===== src/rtl/eclass_controller.sv =====
// eclass_controller: Moore FSM sequencing the equivalence-class datapath
// (init, check, fetch, decide, write eclass/fmap memory, step i/j, done).
// Latency: start in IDLE -> INIT next cycle -> CHECK the cycle after.
// Backpressure: none; start is ignored outside IDLE, done is a 1-cycle pulse.
//
// Ports:
//   clk, reset (synchronous, active-high), start, notReturn, cont1..cont3 : inputs
//   fmapAddrSel[3:0], jSel[3:0], iSel[2:0], eclassSel[1:0], fmapDataSel[1:0] : mux selects
//   loadi, loadj, loadtmp, loadec_tmp : register loads
//   eclassMemWrite, fmapMemWrite : memory write enables
//   busy, done, err : status
// Optional feature macro: CTRL_WATCHDOG_EN adds a 16-bit iteration watchdog
// that ends a run with err=1 once MAX_ITER CHECK entries have occurred.

module eclass_controller #(
    parameter int MAX_ITER = 1024
) (
    input  logic       clk,
    input  logic       reset,
    input  logic       start,
    input  logic       notReturn,
    input  logic       cont1,
    input  logic       cont2,
    input  logic       cont3,
    output logic [3:0] fmapAddrSel,
    output logic [3:0] jSel,
    output logic [2:0] iSel,
    output logic [1:0] eclassSel,
    output logic [1:0] fmapDataSel,
    output logic       loadi,
    output logic       loadj,
    output logic       loadtmp,
    output logic       loadec_tmp,
    output logic       eclassMemWrite,
    output logic       fmapMemWrite,
    output logic       busy,
    output logic       done,
    output logic       err
);

    // The watchdog counter is 16 bits wide, so the limit must fit in it.
    if (MAX_ITER < 1 || MAX_ITER > 65535) begin : g_bad_max_iter
        $error("eclass_controller: MAX_ITER must be in 1..65535");
    end

    typedef enum logic [3:0] {
        IDLE,
        INIT,
        CHECK,
        FETCH,
        DECIDE,
        WR_EC,
        WR_FMAP,
        STEP_I,
        STEP_J,
        DONE
    } state_t;

    state_t state;
    state_t state_nxt;
    logic   wd_hit;

`ifdef CTRL_WATCHDOG_EN
    localparam logic [15:0] ITER_LIMIT = 16'(MAX_ITER);

    logic [15:0] iter_cnt;
    logic        err_q;

    // The limit is compared before this CHECK's increment, so the run ends
    // on the CHECK entry after MAX_ITER entries have completed.
    assign wd_hit = (state == CHECK) && (iter_cnt == ITER_LIMIT);

    always_ff @(posedge clk) begin
        if (reset) begin
            iter_cnt <= '0;
            err_q    <= 1'b0;
        end else if (state == INIT) begin
            iter_cnt <= '0;
            err_q    <= 1'b0;
        end else if (state == CHECK) begin
            if (wd_hit) begin
                err_q <= 1'b1;
            end else begin
                iter_cnt <= iter_cnt + 16'd1;
            end
        end
    end
`else
    logic err_q;

    assign wd_hit = 1'b0;
    assign err_q  = 1'b0;
`endif

    always_ff @(posedge clk) begin
        if (reset) begin
            state <= IDLE;
        end else begin
            state <= state_nxt;
        end
    end

    always_comb begin
        state_nxt = state;
        case (state)
            IDLE:    if (start) state_nxt = INIT;
            INIT:    state_nxt = CHECK;
            CHECK: begin
                if (wd_hit || !notReturn) begin
                    state_nxt = DONE;
                end else begin
                    state_nxt = FETCH;
                end
            end
            FETCH:   state_nxt = DECIDE;
            DECIDE: begin
                if (cont1) begin
                    state_nxt = WR_EC;
                end else if (cont2) begin
                    state_nxt = WR_FMAP;
                end else if (cont3) begin
                    state_nxt = STEP_I;
                end else begin
                    state_nxt = STEP_J;
                end
            end
            WR_EC:   state_nxt = STEP_J;
            WR_FMAP: state_nxt = STEP_J;
            STEP_I:  state_nxt = CHECK;
            STEP_J:  state_nxt = CHECK;
            DONE:    state_nxt = IDLE;
            default: state_nxt = IDLE;
        endcase
    end

    // Outputs depend on the current state only (err_q is stable through DONE).
    always_comb begin
        fmapAddrSel    = 4'd0;
        jSel           = 4'd0;
        iSel           = 3'd0;
        eclassSel      = 2'd0;
        fmapDataSel    = 2'd0;
        loadi          = 1'b0;
        loadj          = 1'b0;
        loadtmp        = 1'b0;
        loadec_tmp     = 1'b0;
        eclassMemWrite = 1'b0;
        fmapMemWrite   = 1'b0;
        busy           = (state != IDLE);
        done           = 1'b0;
        err            = 1'b0;
        case (state)
            INIT: begin
                iSel  = 3'd1;
                jSel  = 4'd1;
                loadi = 1'b1;
                loadj = 1'b1;
            end
            FETCH: begin
                fmapAddrSel = 4'd1;
                eclassSel   = 2'd1;
                loadtmp     = 1'b1;
                loadec_tmp  = 1'b1;
            end
            WR_EC: begin
                eclassSel      = 2'd2;
                eclassMemWrite = 1'b1;
            end
            WR_FMAP: begin
                fmapAddrSel  = 4'd2;
                fmapDataSel  = 2'd1;
                fmapMemWrite = 1'b1;
            end
            STEP_I: begin
                iSel  = 3'd2;
                loadi = 1'b1;
            end
            STEP_J: begin
                jSel  = 4'd2;
                loadj = 1'b1;
            end
            DONE: begin
                done = 1'b1;
                err  = err_q;
            end
            default: ;
        endcase
    end

endmodule


===== config.mk =====
export PLATFORM = sky130hd
export DESIGN_NAME = eclass_controller
export DESIGN_NICKNAME = d
export VERILOG_FILES = /design/src/rtl/eclass_controller.sv
export SDC_FILE = /design/constraint.sdc
export NUM_CORES = 1
export LEC_CHECK = 0
export CAP_MARGIN = 10
export CORE_MARGIN = 2
export CORE_UTILIZATION = 32
export DETAILED_ROUTE_END_ITERATION = 6
export PLACE_DENSITY = 0.79
export SLEW_MARGIN = 30
export SYNTH_ARGS = -nofsm -noshare
export SYNTH_HDL_FRONTEND = slang
export SYNTH_SLANG_ARGS = --single-unit

===== constraint.sdc =====
create_clock -name clk -period 1.32 [get_ports clk]
set_input_delay 0.198 -clock clk [delete_from_list [all_inputs] [get_ports clk]]
set_output_delay 0.198 -clock clk [all_outputs]
set_load 0.005 [all_outputs]

# == Yosys cells after proc, flatten, opt, wreduce, memory -nomap -nowiden ==
# Index checks and enable logic that the tools add are counted.
# word_totals
elab_cells,34
inputBits,7
regBits,4
# op_classes
mux,17
eq_ne,10
n_reduce_logical,6
# ops
op,count
$pmux W4 S6,1
$mux W4,5
$eq A4 B3 Y1 const B,4
$pmux W2 S2,4
$eq A4 B2 Y1 const B,2
$eq A4 B4 Y1 const B,2
$mux W1,7
$reduce_or A2 Y1,3
$eq A4 B1 Y1 const B,1
$logic_not A4 Y1,1
$reduce_bool A4 Y1,1
$reduce_or A3 Y1,1
$ne A2 B2 Y1 const B,1

# == Logic depth before layout (Yosys ltp) ==
# Gate-level depths: netlist of the first run.
# depth
word_depth,4
ltp_mapped,5
mapped_depth_nobuf,3

# == Worst setup path before layout of the first run ==
# Ideal clock, no wire load.
# synth_path
kind,register -> output
from,register state[1]
to,output fmapDataSel[0]
required_ps,1122
setup_slack_ps,-118
stages_incl_launch_ff,5
arrival_time_ps,1240
cell_sequence,dfxtp_1 > buf_6 > clkbuf_1 > nor4b_1 > buf_4
# synth_via
elab_chain_cells,2
# synth_rtl
item,line_no,source
"start, declared",59,state_t state;
"start signal, assigned",99,state <= state_nxt;
$eq A4 B3 Y1,152,case (state)
$mux W1,152,
"end, declared",29,"output logic [1:0] fmapDataSel,"
# No other way between the ends.

# == Final worst setup path of the first run ==
# layout_path
from,register state[1]
to,output busy
# layout_via
elab_chain_cells,1
# layout_rtl
item,line_no,source
$reduce_bool A4 Y1,149,busy = (state != IDLE);
"end, declared",36,"output logic busy,"
# No other way between the ends.

==> impl_metrics.py, run 1 <==
metrics = {
    "sta": {
        "slew_viol_final": 0,
        "rsz0062_at_grt": "yes",
        "skew_ns": 0.00588,
        "setup_viol": 21,
        "post-route-period-util_pct": 117,
        "period_needed_ns": 1.54,
        "hold_violations": 0,
        "worst_slack_ns": -0.223,
        "fmax_mhz": 648,
    },
    "place": {
        "dp.cells": 107,
        "port_buffers": 23,
        "dp_hpwl_um": 1060,
        "gp_congestion": 0.800,
    },
    "critical_path": {
        "crit_family": "simple AND/OR/NAND/NOR gates",
        "max_stage_delay_ns": 0.49,
        "crit_chain": "buf_8 -> or4_1 -> buf_2",
        "critPathRequiredTime_ns": 1.12,
        "crit_fanout": 5,
        "startpoint_type": "flop",
        "critical_path_class": "flop to primary output",
        "endpoint_kind": "primary output",
        "worstPathArrival_ns": 1.35,
        "slowest_stage": "or4_1",
        "crit_buf_inv": 2,
    },
    "synthesis": {
        "synth_cell_types": 32,
        "ys_seq_area_share_pct": 15.8,
        "ys_seq_elements": 4,
        "synth_cells": 65,
        "syn_area_um2": 507,
        "syn_avg_cell_area_um2": 7.80,
        "ys_warn_count": 0,
    },
    "die": {
        "die_area_um2": 1920,
        "die-width_um": 43.8,
        "row_count": 14,
        "die_h_um": 43.8,
        "start_util_pct": 34.0,
        "core_region_area_um2": 1490,
        "io_pins": 31,
    },
    "cells_and_area": {
        "largest_register_ff_count": 4,
        "reg.largest.list": "state x4",
        "drive_gt1_share_pct": 72.1,
        "postLayoutCoreUtil_pct": 80.3,
        "layout.cells.non_filler": 127,
        "fin_nets": 120,
        "antenna_cells": 0,
        "regMostFlops": "state",
        "area_growth_pct": 136,
    },
    "status": {
        "outcome": "finished with violations",
        "failed_checks": "negative setup slack",
    },
    "clocking": {
        "numCtsBuffers": 3,
        "clock_path_buffers": 2,
        "cts_sinks": 4,
        "clk_latency_ns": 0.25,
        "cts-root-buf": "clkbuf_4",
        "cts_tree": "built",
        "ctsHtreeMaxLevel": 1,
        "path_clk_slew_ns": 0.04,
        "ctsHoldBuffers": 0,
    },
    "job": {
        "maxCapViolations": 0,
    },
    "drt": {
        "drt-total-wl_um": 2380,
        "drt_pass1_iterations": 5,
        "via_per_inst": 5.46,
        "vias": 694,
        "wire_per_inst_um": 18.8,
        "drc": 0,
        "drt_iter0_drc": 19,
        "final_antenna_net_count": 0,
    },
    "power": {
        "ir_worst_vdd_uv": 511,
        "cellPowerDensity_nw_per_um2": 599,
        "p_leak_nw": 0.495,
    },
    "global_routing": {
        "grt_pass1_wl_um": 3160,
        "grt_pass1_vias": 658,
        "grt_remaining_overflow": 0,
        "grt_max_degree": 12,
        "antenna_found_initial": 0,
        "grt_usage_pct": 23.0,
    },
    "min_path": {
        "hold_class": "input pin to flop",
    },
}
-- final cells by class --
type	count	area [um^2]
sequential	4	95.1
multi-input combinational	48	534
fill	89	294
inverter	1	16.3
tap	16	20.0
timing repair buffer	55	507
clock buffer	3	22.5
-- synth_stat cells --
cell        n  area share, %
buf_4      12             18
nor3_1      5            4.9
nor4b_1     5            8.6
dfxtp_1     4             16
nor2_1      4            3.0
a21oi_1     2            2.0
buf_6       2            4.4
clkbuf_1    2            1.5
nand2_1     2            1.5
nand2b_1    2            2.5
nor2b_1     2            2.5
o31a_1      2            3.5
or3_1       2            2.5
a2111oi_2   1            3.0
a211oi_2    1            2.5
a21boi_1    1            1.5
and2_1      1            1.2
and4b_1     1            2.0
buf_1       1           0.74
buf_2       1           0.99
conb_1      1           0.74
inv_1       1           0.74
nor3b_1     1            1.5
nor3b_2     1            2.5
nor4_1      1            1.2
nor4bb_1    1            2.0
o21a_1      1            1.5
o21ai_0     1           0.99
or3b_2      1            1.7
or4_1       1            1.5
xnor2_1     1            1.7
xor2_1      1            1.7
-- cell usage in the layout (no fill, tap or decap), types with 2 or more instances in the layout --
cell	count
buf_4	14
nor4b_4	4
a21oi_2	2
conb_1	7
buf_2	13
clkdlybuf4s50_1	6
buf_6	19
nor2_1	3
nor3_4	3
o31a_1	2
dfxtp_4	4
clkbuf_4	3
-- final timing paths --
check / to / slack (ns) / start / cells past startpoint
worst max register to register: state[2] / -0.12 / state[1] / 5
worst max-delay path: busy / -0.22 / state[1] / 3
worst min register to register: state[0] / 0.74 / state[3] / 3
worst min-delay path: state[3] / 0.66 / reset / 3
-- worst reg2reg max path: stages (launching register included) --
cell and delay (ns):
dfxtp_4 0.35, buf_8 0.13, buf_6 0.11, o31a_1 0.31, a211oi_4 0.25, nor2b_2 0.22
-- metal layers --
metal | vias to the layer above | track usage, % | share of wire, %
li1 | 308 | - | -
met1 | 343 | 26.3 | 38
met2 | 33 | 38.8 | 53
met3 | 10 | 3.33 | 5.3
met4 | 0 | 15.8 | 3.4
met5 | - | 0 | 0
-- cell families after synthesis --
| family | after synthesis | share of synthesized area [%] |
|---|---|---|
| AOI/OAI and AO/OA | 9 | 14.8 |
| DFF | 4 | 15.8 |
| and+or+nand+nor | 30 | 39.0 |
| buffers and inverters | 19 | 26.2 |
| other | 1 | 0.740 |
| xor gates and xnor gates | 2 | 3.46 |
-- stage by stage --
step           setup TNS [ns]  total power, mW  setup slack (ns)  instance area, um^2  hold slack, ns
2_1_floorplan        -0.00400            0.274          -0.00400                  542           0.361
3_3_place_gp            -5.21            0.366            -0.297                  788           0.704
3_5_place_dp            -5.91            0.370            -0.355                  788           0.741
4_1_cts                 -1.83            0.614            -0.213                 1050           0.627
5_1_grt                 -3.17            0.744            -0.256                 1190           0.689
6_report                -2.37            0.716            -0.223                 1190           0.662
-- power breakdown --
part | switching (mW) | internal, mW | leakage (nW)
clock | 0.0608 | 0.102 | 0.0138
sequential | 0.0139 | 0.127 | 0.0355
combinational | 0.178 | 0.233 | 0.446
total | 0.253 | 0.463 | 0.495
-- repair_timing --
| item | CTS | global route |
|---|---|---|
| buffers inserted | 17 | 3 |
| cloned | 1 | 0 |
| pin swaps | 12 | 13 |
| endpoints found under the setup margin | 21 | 21 |
| gates resized for setup | 113 | 25 |
(Power assumes the default switching activity.)
==> run 2: changes to the inputs <==
--- a/config.mk
+++ b/config.mk
@@ -7,9 +7,9 @@
 export LEC_CHECK = 0
 export CAP_MARGIN = 10
 export CORE_MARGIN = 2
-export CORE_UTILIZATION = 32
+export CORE_UTILIZATION = 38
 export DETAILED_ROUTE_END_ITERATION = 6
-export PLACE_DENSITY = 0.79
+export PLACE_DENSITY = 0.87
 export SLEW_MARGIN = 30
 export SYNTH_ARGS = -nofsm -noshare
 export SYNTH_HDL_FRONTEND = slang
==> constraint.sdc (replaced) <==
create_clock -name clk -period 1.8 [get_ports clk]
set_input_delay 0.27 -clock clk [delete_from_list [all_inputs] [get_ports clk]]
set_output_delay 0.27 -clock clk [all_outputs]
set_load 0.005 [all_outputs]
==> impl_metrics.py, run 2 (synthesis results as in run 1) <==
metrics = {
    "status": {
        "outcome": "finished clean",
    },
    "drt": {
        "wl_met1_um": 533,
        "top_layer_used": "met4",
        "drc": 0,
        "drt_iter0_drc": 10,
        "final_antenna_net_count": 0,
        "drt-total-wl_um": 1420,
        "wire_per_inst_um": 13.1,
        "drt_pass1_iterations": 4,
        "via_per_inst": 5.19,
        "vias": 561,
        "met3_length_um": 41,
        "wl_met2_um": 822,
    },
    "sta": {
        "worst_slack_ns": 0.0522,
        "post-route-period-util_pct": 97.1,
        "period_needed_ns": 1.75,
        "fmax_mhz": 572,
        "slew_viol_final": 0,
        "whs_ns": 0.723,
        "skew_ns": 0.000136,
        "rsz0062_at_grt": "no",
        "hold_violations": 0,
        "setup_viol": 0,
    },
    "clocking": {
        "cts_tree": "built",
        "cts_sinks": 4,
        "clock_path_buffers": 2,
        "numCtsBuffers": 3,
        "clk_latency_ns": 0.23,
        "ctsHtreeMaxLevel": 1,
        "cts-root-buf": "clkbuf_4",
        "path_clk_slew_ns": 0.04,
        "ctsHoldBuffers": 0,
    },
    "cells_and_area": {
        "reg.largest.list": "state x4",
        "drive_gt1_share_pct": 32.3,
        "layout_common_cells": "buf_4, dlymetal6s2s_1, clkdlybuf4s50_1, conb_1, dlygate4sd2_1",
        "largest_register_ff_count": 4,
        "antenna_cells": 0,
        "regMostFlops": "state",
        "final_area_um2": 838,
        "postLayoutCoreUtil_pct": 66.1,
        "layout.cells.non_filler": 108,
        "area_growth_pct": 65.4,
        "fillerInstances": 102,
        "final_common_cell": "buf_4",
        "fin_nets": 102,
    },
    "die": {
        "start_util_pct": 39.9,
        "row_count": 13,
        "io_pins": 31,
        "die_h_um": 40.5,
        "core_region_area_um2": 1270,
        "die_area_um2": 1640,
        "die-width_um": 40.5,
    },
    "min_path": {
        "hold_class": "input pin to flop",
    },
    "place": {
        "gp_congestion": 0.816,
        "dp.cells": 97,
        "dp_hpwl_um": 969,
        "place_ws_ns": 0.0464,
        "dpl_cell_area_um2": 694,
        "port_buffers": 23,
    },
    "critical_path": {
        "worstPathArrival_ns": 1.48,
        "critPathRequiredTime_ns": 1.53,
        "endpoint_kind": "primary output",
        "crit_fanout": 6,
        "critical_path_class": "flop to primary output",
        "startpoint_type": "flop",
    },
    "power": {
        "p_leak_nw": 0.497,
        "ir_worst_vdd_uv": 331,
        "cellPowerDensity_nw_per_um2": 434,
    },
    "global_routing": {
        "grt_remaining_overflow": 0,
        "antenna_found_initial": 0,
        "grt_pass1_vias": 421,
        "grt_max_degree": 14,
        "grt_usage_pct": 17.2,
        "grt_pass1_wl_um": 1840,
    },
    "job": {
        "maxCapViolations": 0,
    },
}
==> run 2: cell count changes in the layout (fill, tap and decap cells not counted), sizes merged <==
cell,change
dlymetal6s2s,+9
dlygate4sd2,+5
inv,+1
clkinv,-1
clkdlybuf4s50,+2
buf,-35
clkdlybuf4s15,+1
==> run 2: final cells by class <==
type	instances	area [um^2]	area share [%]
repair buffers	37	355	42.4
multi-input cells	48	347	41.3
flip-flops and latches	4	91.3	10.9
clock buffers	3	22.5	2.69
well taps	15	18.8	2.24
inverters	1	3.75	0.448
==> run 2: path summary, 6_finish.rpt <==
path	startpoint	end	slack, ns	cells past startpoint
setup reg to reg	state[3]	state[1]	0.30	5
hold reg to reg	state[2]	state[0]	0.74	3
hold / removal	reset	state[3]	0.72	3
setup / recovery	state[3]	iSel[1]	0.05	3
==> run 2: metal layers <==
layer | vias to the layer above | global-route usage, %
li1 | 270 | -
met1 | 275 | 21.2
met2 | 14 | 28.6
met3 | 2 | 1.67
met4 | 0 | 10.0
met5 | - | 0
==> run 2: critical path, stage by stage, from the launching register on <==
cell	delay, ns
dfxtp_4	0.35
buf_4	0.15
and4b_1	0.24
clkdlybuf4s50_1	0.50
==> run 2: through the flow <==
stage	setup TNS, ns	total power, mW
6_report	0	0.364
3_5_place_dp	0	0.250
2_1_floorplan	0	0.199
4_1_cts	-0.650	0.359
5_1_grt	0	0.394
3_3_place_gp	0	0.245
==> run 2: timing repair <==
action                     4_1_cts  5_1_grt
setup buffers                    1        7
pin swaps                        1        1
setup endpoints to repair       17       12
gates resized for setup         11       18
hold endpoints to repair         0        0
gates cloned                     0        0
==> run 2: report_power, final <==
| group | total (mW) | internal [mW] | switching (mW) |
|---|---|---|---|
| combinational | 0.142 | 0.0831 | 0.0590 |
| sequential | 0.112 | 0.0949 | 0.0168 |
| clock | 0.110 | 0.0745 | 0.0355 |
